`src/rtl/aes_type_pkg.sv`:
```
// Shared AES key-schedule types: key length encoding, FSM states,
// Nk/Nr lookups and the round-constant table.
package aes_type_pkg;

   typedef enum logic [1:0] {
      KEY_128  = 2'b00,
      KEY_192  = 2'b01,
      KEY_256  = 2'b10,
      KEY_RSVD = 2'b11
   } key_len_e;

   typedef enum logic [1:0] {
      ST_IDLE,
      ST_GEN,
      ST_HOLD
   } ks_state_e;

   // Rcon[1..10] high bytes; entry k holds Rcon[k+1]
   localparam logic [7:0] RCON [10] = '{
      8'h01, 8'h02, 8'h04, 8'h08, 8'h10,
      8'h20, 8'h40, 8'h80, 8'h1b, 8'h36
   };

   // Key length in 32-bit words (0 for the reserved encoding)
   function automatic logic [3:0] nk_of(key_len_e len);
      case (len)
         KEY_128: return 4'd4;
         KEY_192: return 4'd6;
         KEY_256: return 4'd8;
         default: return 4'd0;
      endcase
   endfunction

   // Number of rounds (0 for the reserved encoding)
   function automatic logic [3:0] nr_of(key_len_e len);
      case (len)
         KEY_128: return 4'd10;
         KEY_192: return 4'd12;
         KEY_256: return 4'd14;
         default: return 4'd0;
      endcase
   endfunction

   // Rcon[idx] for idx in 1..10, zero elsewhere
   function automatic logic [7:0] rcon_of(logic [3:0] idx);
      logic [3:0] k;
      if (idx == 4'd0 || idx > 4'd10) return 8'h00;
      k = idx - 4'd1;
      return RCON[k];
   endfunction

endpackage

```
`src/rtl/aes_sub_word.sv`:
```
// SubWord: four parallel AES S-box lookups, purely combinational.
// The S-box is computed as GF(2^8) inversion followed by the affine map.
module aes_sub_word (
   input  logic [31:0] word_i,
   output logic [31:0] word_o
);

   function automatic logic [7:0] xtime(logic [7:0] a);
      return {a[6:0], 1'b0} ^ (a[7] ? 8'h1b : 8'h00);
   endfunction

   function automatic logic [7:0] gf_mul(logic [7:0] a, logic [7:0] b);
      logic [7:0] p;
      logic [7:0] x;
      p = '0;
      x = a;
      for (int unsigned i = 0; i < 8; i++) begin
         if (b[i]) p = p ^ x;
         x = xtime(x);
      end
      return p;
   endfunction

   // a^254 == a^-1 (and maps 0 to 0)
   function automatic logic [7:0] gf_inv(logic [7:0] a);
      logic [7:0] x2, x3, x6, x12, x15, x30, x60, x120, x240, x252;
      x2   = gf_mul(a, a);
      x3   = gf_mul(x2, a);
      x6   = gf_mul(x3, x3);
      x12  = gf_mul(x6, x6);
      x15  = gf_mul(x12, x3);
      x30  = gf_mul(x15, x15);
      x60  = gf_mul(x30, x30);
      x120 = gf_mul(x60, x60);
      x240 = gf_mul(x120, x120);
      x252 = gf_mul(x240, x12);
      return gf_mul(x252, x2);
   endfunction

   function automatic logic [7:0] sbox(logic [7:0] a);
      logic [7:0] v;
      v = gf_inv(a);
      return v ^ {v[6:0], v[7]} ^ {v[5:0], v[7:6]} ^ {v[4:0], v[7:5]}
               ^ {v[3:0], v[7:4]} ^ 8'h63;
   endfunction

   // Byte-wise substitution of the input word
   always_comb begin
      word_o = '0;
      for (int unsigned b = 0; b < 4; b++) begin
         word_o[8*b +: 8] = sbox(word_i[8*b +: 8]);
      end
   end

endmodule

```
`src/rtl/aes_key_schedule.sv`:
```
// AES key expansion (128/192/256) producing one 32-bit word per cycle and
// presenting each 128-bit round key with a valid/ready handshake.
module aes_key_schedule
   import aes_type_pkg::*;
#(
   parameter int unsigned MAX_KEY_BITS = 256
) (
   input  logic                    clk_i,
   input  logic                    rst_n_i,
   input  logic [MAX_KEY_BITS-1:0] key_i,
   input  logic [1:0]              key_len_i,
   input  logic                    start_i,
   input  logic                    key_ready_i,
   output logic [127:0]            key_o,
   output logic                    key_valid_o,
   output logic [3:0]              round_o,
   output logic                    last_o,
   output logic                    busy_o,
   output logic                    err_o
);

   ks_state_e    state_q, state_d;
   logic [31:0]  win_q [8];
   logic [31:0]  asm_q [3];
   logic [1:0]   asm_cnt_q;
   logic [5:0]   word_cnt_q;
   logic [2:0]   pos_q;
   logic [3:0]   rcon_idx_q;
   logic [3:0]   nk_q, nr_q, round_q;
   logic [127:0] key_q;
   logic         err_q;

   key_len_e     len_req;
   logic [3:0]   nk_req, nr_req;
   logic         start_ok;
   logic [255:0] key_pad;
   logic [31:0]  load_win [8];

   logic [2:0]   oldest_idx;
   logic [31:0]  prev_w, old_w, sub_in, sub_out, temp_w, new_w;

   assign key_pad = 256'(key_i) << (256 - MAX_KEY_BITS);

   // Decode the requested key length and check it against the build width
   always_comb begin
      len_req  = key_len_e'(key_len_i);
      nk_req   = nk_of(len_req);
      nr_req   = nr_of(len_req);
      start_ok = (len_req != KEY_RSVD) && ({nk_req, 5'd0} <= 9'(MAX_KEY_BITS));
   end

   // Window preload: key word j sits at slot Nk-1-j, so the first Nk cycles
   // simply rotate the oldest slot back in and emit the key words in order.
   always_comb begin
      for (int unsigned j = 0; j < 8; j++) load_win[j] = '0;
      for (int unsigned j = 0; j < 8; j++) begin
         if (j < 32'(nk_req)) begin
            load_win[3'(32'(nk_req) - 32'd1 - j)] = key_pad[255-32*j -: 32];
         end
      end
   end

   // SubWord input: rotated for the i mod Nk == 0 case, plain otherwise
   always_comb begin
      prev_w = win_q[0];
      sub_in = (pos_q == 3'd0) ? {prev_w[23:0], prev_w[31:24]} : prev_w;
   end

   aes_sub_word u_sub_word (
      .word_i (sub_in),
      .word_o (sub_out)
   );

   // Next schedule word: w[i] = w[i-Nk] ^ temp, or the raw key word for i < Nk
   always_comb begin
      oldest_idx = nk_q[2:0] - 3'd1;
      old_w      = win_q[oldest_idx];
      temp_w     = win_q[0];
      if (pos_q == 3'd0) begin
         temp_w = sub_out ^ {rcon_of(rcon_idx_q), 24'h000000};
      end else if (nk_q == 4'd8 && pos_q == 3'd4) begin
         temp_w = sub_out;
      end
      new_w = (word_cnt_q < {2'b00, nk_q}) ? old_w : (old_w ^ temp_w);
   end

   // FSM state register
   always_ff @(posedge clk_i or negedge rst_n_i) begin
      if (!rst_n_i) state_q <= ST_IDLE;
      else          state_q <= state_d;
   end

   // FSM next state; a start always wins over a same-edge transfer
   always_comb begin
      state_d = state_q;
      if (start_i) begin
         state_d = start_ok ? ST_GEN : ST_IDLE;
      end else begin
         case (state_q)
            ST_GEN:  if (asm_cnt_q == 2'd3) state_d = ST_HOLD;
            ST_HOLD: if (key_ready_i) state_d = (round_q == nr_q) ? ST_IDLE : ST_GEN;
            default: state_d = ST_IDLE;
         endcase
      end
   end

   // Datapath: key load, word generation/window shift, assembly, round count
   always_ff @(posedge clk_i or negedge rst_n_i) begin
      if (!rst_n_i) begin
         for (int unsigned j = 0; j < 8; j++) win_q[j] <= '0;
         for (int unsigned j = 0; j < 3; j++) asm_q[j] <= '0;
         asm_cnt_q  <= '0;
         word_cnt_q <= '0;
         pos_q      <= '0;
         rcon_idx_q <= '0;
         nk_q       <= '0;
         nr_q       <= '0;
         round_q    <= '0;
         key_q      <= '0;
         err_q      <= 1'b0;
      end else begin
         err_q <= 1'b0;
         if (start_i) begin
            if (start_ok) begin
               for (int unsigned j = 0; j < 8; j++) win_q[j] <= load_win[j];
               nk_q       <= nk_req;
               nr_q       <= nr_req;
               word_cnt_q <= '0;
               pos_q      <= '0;
               rcon_idx_q <= '0;
               asm_cnt_q  <= '0;
               round_q    <= '0;
            end else begin
               err_q <= 1'b1;
            end
         end else if (state_q == ST_GEN) begin
            win_q[0] <= new_w;
            for (int unsigned j = 1; j < 8; j++) win_q[j] <= win_q[j-1];
            word_cnt_q <= word_cnt_q + 6'd1;
            if (pos_q == oldest_idx) begin
               pos_q      <= '0;
               rcon_idx_q <= rcon_idx_q + 4'd1;
            end else begin
               pos_q <= pos_q + 3'd1;
            end
            asm_cnt_q <= asm_cnt_q + 2'd1;
            if (asm_cnt_q == 2'd3) key_q <= {asm_q[0], asm_q[1], asm_q[2], new_w};
            else                   asm_q[asm_cnt_q] <= new_w;
         end else if (state_q == ST_HOLD && key_ready_i && round_q != nr_q) begin
            round_q <= round_q + 4'd1;
         end
      end
   end

   assign key_o       = key_q;
   assign key_valid_o = (state_q == ST_HOLD);
   assign round_o     = round_q;
   assign last_o      = (state_q == ST_HOLD) && (round_q == nr_q);
   assign busy_o      = (state_q != ST_IDLE);
   assign err_o       = err_q;

endmodule

```
`config.mk`:
```
export PLATFORM = sky130hd
export DESIGN_NAME = aes_key_schedule
export DESIGN_NICKNAME = d
export VERILOG_FILES = /design/src/rtl/aes_type_pkg.sv /design/src/rtl/aes_sub_word.sv /design/src/rtl/aes_key_schedule.sv
export SDC_FILE = /design/constraint.sdc
export NUM_CORES = 2
export LEC_CHECK = 0
export CORE_AREA = 10 10 406 408
export CTS_CLUSTER_SIZE = 25
export DETAILED_ROUTE_END_ITERATION = 8
export DIE_AREA = 0 0 416 418
export PLACE_DENSITY = 0.69
export SLEW_MARGIN = 20
export SYNTH_ARGS = -nofsm -noshare
export SYNTH_HDL_FRONTEND = slang
export SYNTH_SLANG_ARGS = --single-unit
```
`constraint.sdc`:
```
create_clock -name clk_i -period 20 [get_ports clk_i]
set_clock_uncertainty 0.15 [all_clocks]
set_input_delay 4 -clock clk_i [delete_from_list [all_inputs] [get_ports clk_i]]
set_output_delay 4 -clock clk_i [all_outputs]
set_load 0.03 [all_outputs]
```
=== Yosys cells after proc, flatten, opt, wreduce, memory -nomap -nowiden ===
Memory sizes are Yosys's and may differ from the RTL's.
Cells that the tools add are included.

* Register bits after elaboration: 510
* Latch bits: 0
* RAM bits: 0
* Memory bits (read-only): 128
* Input bits: 262
* Output and inout port bits: 136
* Logic and storage cells: 1502
* Memories kept: 1

* Add/subtract/negate cells: 15
* Multipliers: 0
* Divide/modulo/power cells: 0
* Order comparisons: 31
* Equality and inequality tests: 15
* Shift operators: 0
* Muxes and demuxes: 738
* Bitwise operators: 652
* Reductions and logical operators: 29

{| class="wikitable"
|+ Memories
! name !! depth !! width !! rd ports !! clocked after memory_dff !! write ports !! line !! text
|-
| (name not given) || 16 || 8 || 1 || 0 || 0 || aes_type_pkg.sv:49 || <nowiki>return RCON[k];</nowiki>
|}

{| class="wikitable"
|+ Operator list
! operator !! number
|-
| XOR 8 bit || 632
|-
| 2-to-1 mux 8 bit || 357
|-
| 2-to-1 mux 256 bit || 11
|-
| bitwise mux 256 bit || 7
|-
| 2-to-1 mux 5 bit || 308
|-
| demux 32 bit (select 3 bit) || 8
|-
| 2-to-1 mux 32 bit || 15
|-
| AND 256 bit || 1
|-
| binary-select mux 32 bit (select 3 bit) || 1
|-
| bitwise mux 96 bit || 1
|-
| demux 32 bit (select 2 bit) || 1
|-
| XOR 32 bit || 2
|-
| greater-or-equal comparator 4 bit (second input constant) || 9
|-
| NOT 3 -> 4 bit || 9
|-
| < comparator 4 x 1 -> 1 bit (second input constant) || 8
|-
| 2-to-1 mux 4 bit || 7
|-
| case mux 4 bit (3 select lines) || 2
|-
| 2-to-1 mux 6 bit || 3
|-
| < comparator 3 x 4 -> 1 bit (first input constant) || 4
|-
| NOT 4 bit || 4
|-
| logical AND 1 bit || 14
|-
| 2-to-1 mux 2 bit || 6
|-
| 2-to-1 mux 3 bit || 4
|-
| AND reduction 3 bit || 4
|-
| 37 further kinds || 62
|}

=== Logic depth before layout (Yosys ltp) ===
* Word-level depth: 189
* Depth in mapped cells: 97
* Mapped depth without buffers: 78

=== By module ===
From an unflattened synthesis, not the netlist that was laid out.

* Cell total of the unflattened synthesis: 9623
* Area total of the unflattened synthesis: 78381.4 um^2

{| class="wikitable"
|+ By module, submodules not included
! module !! instances !! cells each !! area each (um^2) !! sequential area each (um^2)
|-
| aes_sub_word || 1 || 5842 || 45483.6 || 0.0
|-
| aes_key_schedule || 1 || 3781 || 32897.8 || 12712.2
|}

=== Worst setup path after synthesis ===
No wires, ideal clock.

* Path kind: flip-flop to flip-flop
* From: register pos_q[0]
* To: register win_q (netlist bit prev_w[3])
* Library setup time: 0.095 ns
* Arrival: 20.918 ns
* Required time: 19.755 ns
* Slack: -1.164 ns
* Stages on the path, launching flop included: 90
* Path buffers: 20
* Clock period less this slack: 21.164 ns
* Cell sequence: dfrtp_1 > inv_1 > ha_1 > nand2b_1 > buf_6 > buf_12 > buf_8 > buf_8 > buf_8 > buf_8 > buf_6 > buf_2 > mux2i_1 > inv_1 > ha_1 > clkbuf_1 > mux2i_1 > a211oi_1 > [54 not listed] > o21ai_0 > o21ai_0 > xor2_1 > xnor2_1 > xnor2_1 > xnor2_1 > buf_2 > xnor2_1 > and2_0 > o32ai_1 > xnor3_1 > xor3_1 > xnor3_1 > nor2_1 > o21ai_1 > xnor2_1 > nor2_1 > o31ai_1

* Longest elaborated chain between the ends: 181
* Elaborated cells between the ends (all ways): 334
* Those cells by class: 1 x eq/ne; 171 x mux; 160 x bitwise; 2 x reduce/logical

{| class="wikitable"
|+ Ends and longest elaborated chain
! element !! line !! text
|-
| start, declared || aes_key_schedule.sv:27 || <nowiki>logic [2:0] pos_q;</nowiki>
|-
| start signal, assigned || aes_key_schedule.sv:144 || <nowiki>pos_q <= pos_q + 3'd1;</nowiki>
|-
| zero test 3 bit || aes_key_schedule.sv:66, aes_key_schedule.sv:79 ||
|-
| 2-to-1 mux 32 bit || aes_key_schedule.sv:66 || <nowiki>sub_in = (pos_q == 3'd0) ? {prev_w[23:0], prev_w[31:24]} : prev_w;</nowiki>
|-
| 2-to-1 mux 5 bit, or another cell as far along || aes_sub_word.sv:9 || <nowiki>return {a[6:0], 1'b0} ^ (a[7] ? 8'h1b : 8'h00);</nowiki>
|-
| XOR 8 bit, on equally long branches || aes_sub_word.sv:9, aes_sub_word.sv:18 ||
|-
| XOR 8 bit / 2-to-1 mux 8 bit (equally long branches) || aes_sub_word.sv:18 || <nowiki>if (b[i]) p = p ^ x;</nowiki>
|-
| 2-to-1 mux 8 bit / XOR 8 bit (equally long branches) || aes_sub_word.sv:18 ||
|-
| XOR 8 bit / 2-to-1 mux 8 bit (equally long branches) || aes_sub_word.sv:18 ||
|-
| 2-to-1 mux 8 bit / XOR 8 bit (equally long branches) || aes_sub_word.sv:18 ||
|-
| [163 not listed] || n/a ||
|-
| XOR 8 bit (3 in series) || aes_sub_word.sv:43 || <nowiki>return v ^ {v[6:0], v[7]} ^ {v[5:0], v[7:6]} ^ {v[4:0], v[7:5]}</nowiki>
|-
| XOR 8 bit || aes_sub_word.sv:44 || <nowiki>^ {v[3:0], v[7:4]} ^ 8'h63;</nowiki>
|-
| 2-to-1 mux 32 bit / XOR 32 bit (equally long branches) || aes_key_schedule.sv:81, aes_key_schedule.sv:80 ||
|-
| 2-to-1 mux 32 bit * || aes_key_schedule.sv:79 || <nowiki>if (pos_q == 3'd0) begin</nowiki>
|-
| XOR 32 bit * || aes_key_schedule.sv:84 || <nowiki>new_w = (word_cnt_q < {2'b00, nk_q}) ? old_w : (old_w ^ temp_w);</nowiki>
|-
| 2-to-1 mux 32 bit * || aes_key_schedule.sv:84 ||
|-
| 2-to-1 mux 256 bit * || aes_key_schedule.sv:136 || <nowiki>end else if (state_q == ST_GEN) begin</nowiki>
|-
| 2-to-1 mux 256 bit * || aes_key_schedule.sv:123 || <nowiki>if (start_i) begin</nowiki>
|-
| end, declared || aes_key_schedule.sv:23 || <nowiki>logic [31:0] win_q [8];</nowiki>
|}

Every way passes the cells marked *; elsewhere a longest branch is shown, timed or not. The select of a mux whose other input is x is not followed.
A chain may end at the register's enable or synchronous reset.

=== Final worst setup path ===
* From: register pos_q[1]
* To: register asm_q[69] (netlist bit)

* Longest elaborated chain between the ends: 181
* Elaborated cells between the ends (all ways): 334
* Those cells by class: 1 x eq/ne; 170 x mux; 161 x bitwise; 2 x reduce/logical

{| class="wikitable"
|+ Ends and longest elaborated chain
! element !! line !! text
|-
| zero test 3 bit || aes_key_schedule.sv:66, aes_key_schedule.sv:79 ||
|-
| 2-to-1 mux 32 bit || aes_key_schedule.sv:66 ||
|-
| 2-to-1 mux 5 bit, or another cell as far along || aes_sub_word.sv:9 ||
|-
| XOR 8 bit, on equally long branches || aes_sub_word.sv:9, aes_sub_word.sv:18 ||
|-
| XOR 8 bit / 2-to-1 mux 8 bit (equally long branches) || aes_sub_word.sv:18 ||
|-
| 2-to-1 mux 8 bit / XOR 8 bit (equally long branches) || aes_sub_word.sv:18 ||
|-
| XOR 8 bit / 2-to-1 mux 8 bit (equally long branches) || aes_sub_word.sv:18 ||
|-
| 2-to-1 mux 8 bit / XOR 8 bit (equally long branches) || aes_sub_word.sv:18 ||
|-
| [163 not listed] || n/a ||
|-
| XOR 8 bit (3 in series) || aes_sub_word.sv:43 ||
|-
| XOR 8 bit || aes_sub_word.sv:44 ||
|-
| NOT 4 bit (no line) || n/a ||
|-
| 2-to-1 mux 32 bit / XOR 32 bit (equally long branches) || aes_key_schedule.sv:81, aes_key_schedule.sv:80 ||
|-
| 2-to-1 mux 32 bit * || aes_key_schedule.sv:79 ||
|-
| XOR 32 bit * || aes_key_schedule.sv:84 ||
|-
| 2-to-1 mux 32 bit * || aes_key_schedule.sv:84 ||
|-
| bitwise mux 96 bit * || aes_key_schedule.sv:148 || <nowiki>else asm_q[asm_cnt_q] <= new_w;</nowiki>
|-
| end signal, assigned by index || aes_key_schedule.sv:148 ||
|-
| end, declared || aes_key_schedule.sv:24 || <nowiki>logic [31:0] asm_q [3];</nowiki>
|}

Every way passes the cells marked *; elsewhere a longest branch is shown, timed or not.

==> impl_metrics.yaml <==
status:
  outcome: "finished, violations left"
  violations: "design-rule violations"
routing:
  drtPass1Iterations: 9
  drt-total-wl_um: 276000
  first_iter_violations: 8812
  vias: 74800
  via_per_inst: 6.21
  ant_nets: 0
  drc: 8
  wl_per_cell_um: 22.9
logic_synthesis:
  ys_seq_area_share_pct: 16.3
  syn_inst: 9537
  synth_ff_type: "dfrtp_1"
  syn_area_um2: 77800
  synth-async-reset-ratio_pct: 100
  synth_seq_cells: 508
  syn_avg_cell_area_um2: 8.16
  postSynthNetCount: 9852
  yosysWarnings: 0
  synth.distinct_cells: 138
  synth_edf_count: 0
timing:
  fin_crit_sh_pct: 96.7
  layout_setup_ws_ps: 663
  tightest_slew_ps: 1130
  fmax_mhz: 51.7
  min_period_ps: 19340
  setup-violations-final: 0
  rsz0062_at_grt: "true"
  slew_viol_final: 0
  slew_headroom_pct: 24.7
  finalHoldViolCount: 0
global_route:
  grt_max_degree: 176
  antenna_found_initial: 30
  grt-ovfl-total: 0
  grt_pass1_vias: 70100
  grt_pass1_wl_um: 420000
  globalRouteTotalUtil_pct: 29.7
floorplan:
  die_area_um2: 174000
  fp-row-count: 146
  die_w_um: 416
  start_util_pct: 49.5
  core_area_um2: 157000
  io_pins: 398
  die_h_um: 418
clock_network:
  numCtsBuffers: 53
  worstSkewPairLatency_ps: 640
  htreeDepth: 2
  cts_buffer_depth: 3
  cts_num_sinks: 508
  path_clk_slew_ps: 70
  root_buffer: "clkbuf_16"
  cts_hold_buf: 0
  cts_tree: "yes"
worst_setup_path:
  cp_max_fo: 31
  slowest_delay_ps: 680
  crit_path_top_delay_cell: "xnor3_4"
  cp.required_ps: 20340
  crit_top_cell: "buf_4"
  critical_path_class: "flip-flop to flip-flop"
  arrival_ps: 19680
  startpoint_type: "flip-flop"
  endpoint_kind: "flip-flop"
cells_and_area:
  drive_gt1_share_pct: 16.1
  layout.nets: 10200
  seq_area_um2: 12700
  final_common_cell: "nand2_1"
  multi_input_area_um2: 64100
  synthToLayoutAreaGrowth_pct: 16.8
  final_cell_mix: "nand2_1, nor2_1, xnor2_1"
  nFillCells: 14000
placed_design:
  pre_cts_slack_ps: -951
  place_hpwl_um: 199000
  place_congestion: 0.964
  port-buffer-count: 397
min_path:
  min_path_type: "flip-flop to flip-flop"
flow_run:
  cap_violations: 0
layout make-up:
| cell class | count | share of cell area [%] |
|---|---|---|
| Antenna cell | 26 | 0.0716 |
| Timing Repair Buffer | 1057 | 10.0 |
| Multi-Input combinational cell | 8153 | 70.6 |
| Tap cell | 2072 | 2.85 |
| Inverter | 126 | 0.539 |
| Sequential cell | 508 | 14.0 |
| Clock inverter | 30 | 0.349 |
| Clock buffer | 69 | 1.60 |
sequential cells by signal, indices dropped and copies added (netlist names):
name,count
state_q,2
key_o,128
asm_cnt_q,2
nk_q,3
prev_w,32
rcon_idx_q,4
err_o,1
nr_q,3
pos_q,3
asm_q,96
win_q,224
round_o,4
word_cnt_q,6
layer usage:
| metal | routed length, um | global-route usage (%) | vias to the layer above | part of all wire, % |
|---|---|---|---|---|
| met5 | 47 | 0.109 | - | 0.017 |
| met4 | 11100 | 11.1 | 8 | 4.0 |
| met3 | 24100 | 4.79 | 607 | 8.7 |
| met2 | 127000 | 48.2 | 3788 | 46 |
| met1 | 114000 | 39.8 | 36100 | 41 |
| li1 | - | - | 34300 | - |
per-stage QoR:
| stage | hold slack (ps) | cells | instance area [um^2] | util [%] | setup TNS [ps] |
|---|---|---|---|---|---|
| after global placement | 308 | 11700 | 85200 | 54.2 | -17140 |
| after CTS | 331 | 11900 | 87500 | 55.7 | 0 |
| after detailed placement | 317 | 11700 | 85200 | 54.2 | -57280 |
| after floorplan | 296 | 9537 | 78000 | - | -44.7 |
| final | 328 | 12000 | 90800 | 57.8 | 0 |
| after global routing | 344 | 12000 | 90800 | 57.8 | -3560 |
final timing paths:
kind	start	endpoint	slack [ps]	cells after the start
worst max-delay path	pos_q[1]	asm_q[69]	660	71
worst min-delay path	asm_q[89]	asm_q[89]	330	2
worst max register to register	pos_q[1]	asm_q[69]	660	71
worst min register to register	asm_q[89]	asm_q[89]	330	2
max in group asynchronous	rst_n_i	win_q[9]	13450	4
min in group asynchronous	rst_n_i	key_o[70]	3290	1
kinds of logic after synthesis:
group                      synth area share [%]
AOI/OAI and AO/OA                          19.2
buffers and inverters                      4.81
adders and majority gates                 0.904
muxes                                      8.97
and+or+nand+nor                            17.5
xor gates and xnor gates                   32.3
DFF                                        16.3
synth_stat cells, drive strengths merged (50+ instances only):
master	n	area, um^2
buf	225	1290
a221oi	122	1120
a222oi	73	731
a311oi	84	783
nor2b	99	619
nand3	186	931
clkbuf	527	1980
mux2	167	1900
ha	53	663
inv	114	428
o21ai	688	3450
nor3	213	1070
and2	75	469
nand2b	52	325
xor2	456	4260
dfrtp	508	12700
xnor2	1261	12100
nand2	1244	4670
a21oi	516	2620
xor3	50	1200
xnor3	335	7570
a22o	75	657
o22ai	51	325
mux2i	416	4310
nor2	1044	3970
a22oi	74	561
a211oi	152	1190
critical path: cells and delay by family, from the launching register on:
kind / cells / cell delay [ps]
compound gates: 14 / 2290
xor+xnor: 28 / 10570
fa+ha+maj: 2 / 570
buf+inv: 13 / 2480
flops: 1 / 420
mux: 4 / 920
simple gates: 10 / 1710
what timing repair did:
| action | 4_1_cts | 5_1_grt |
|---|---|---|
| gates cloned | 0 | 3 |
| resized for setup | 64 | 328 |
| setup buffers | 11 | 159 |
| endpoints found under the setup margin | 134 | 160 |
| pin swaps | 10 | 112 |
Power is not shown: default switching activity piles up to over one toggle a cycle in this logic, so the estimate is an artifact.
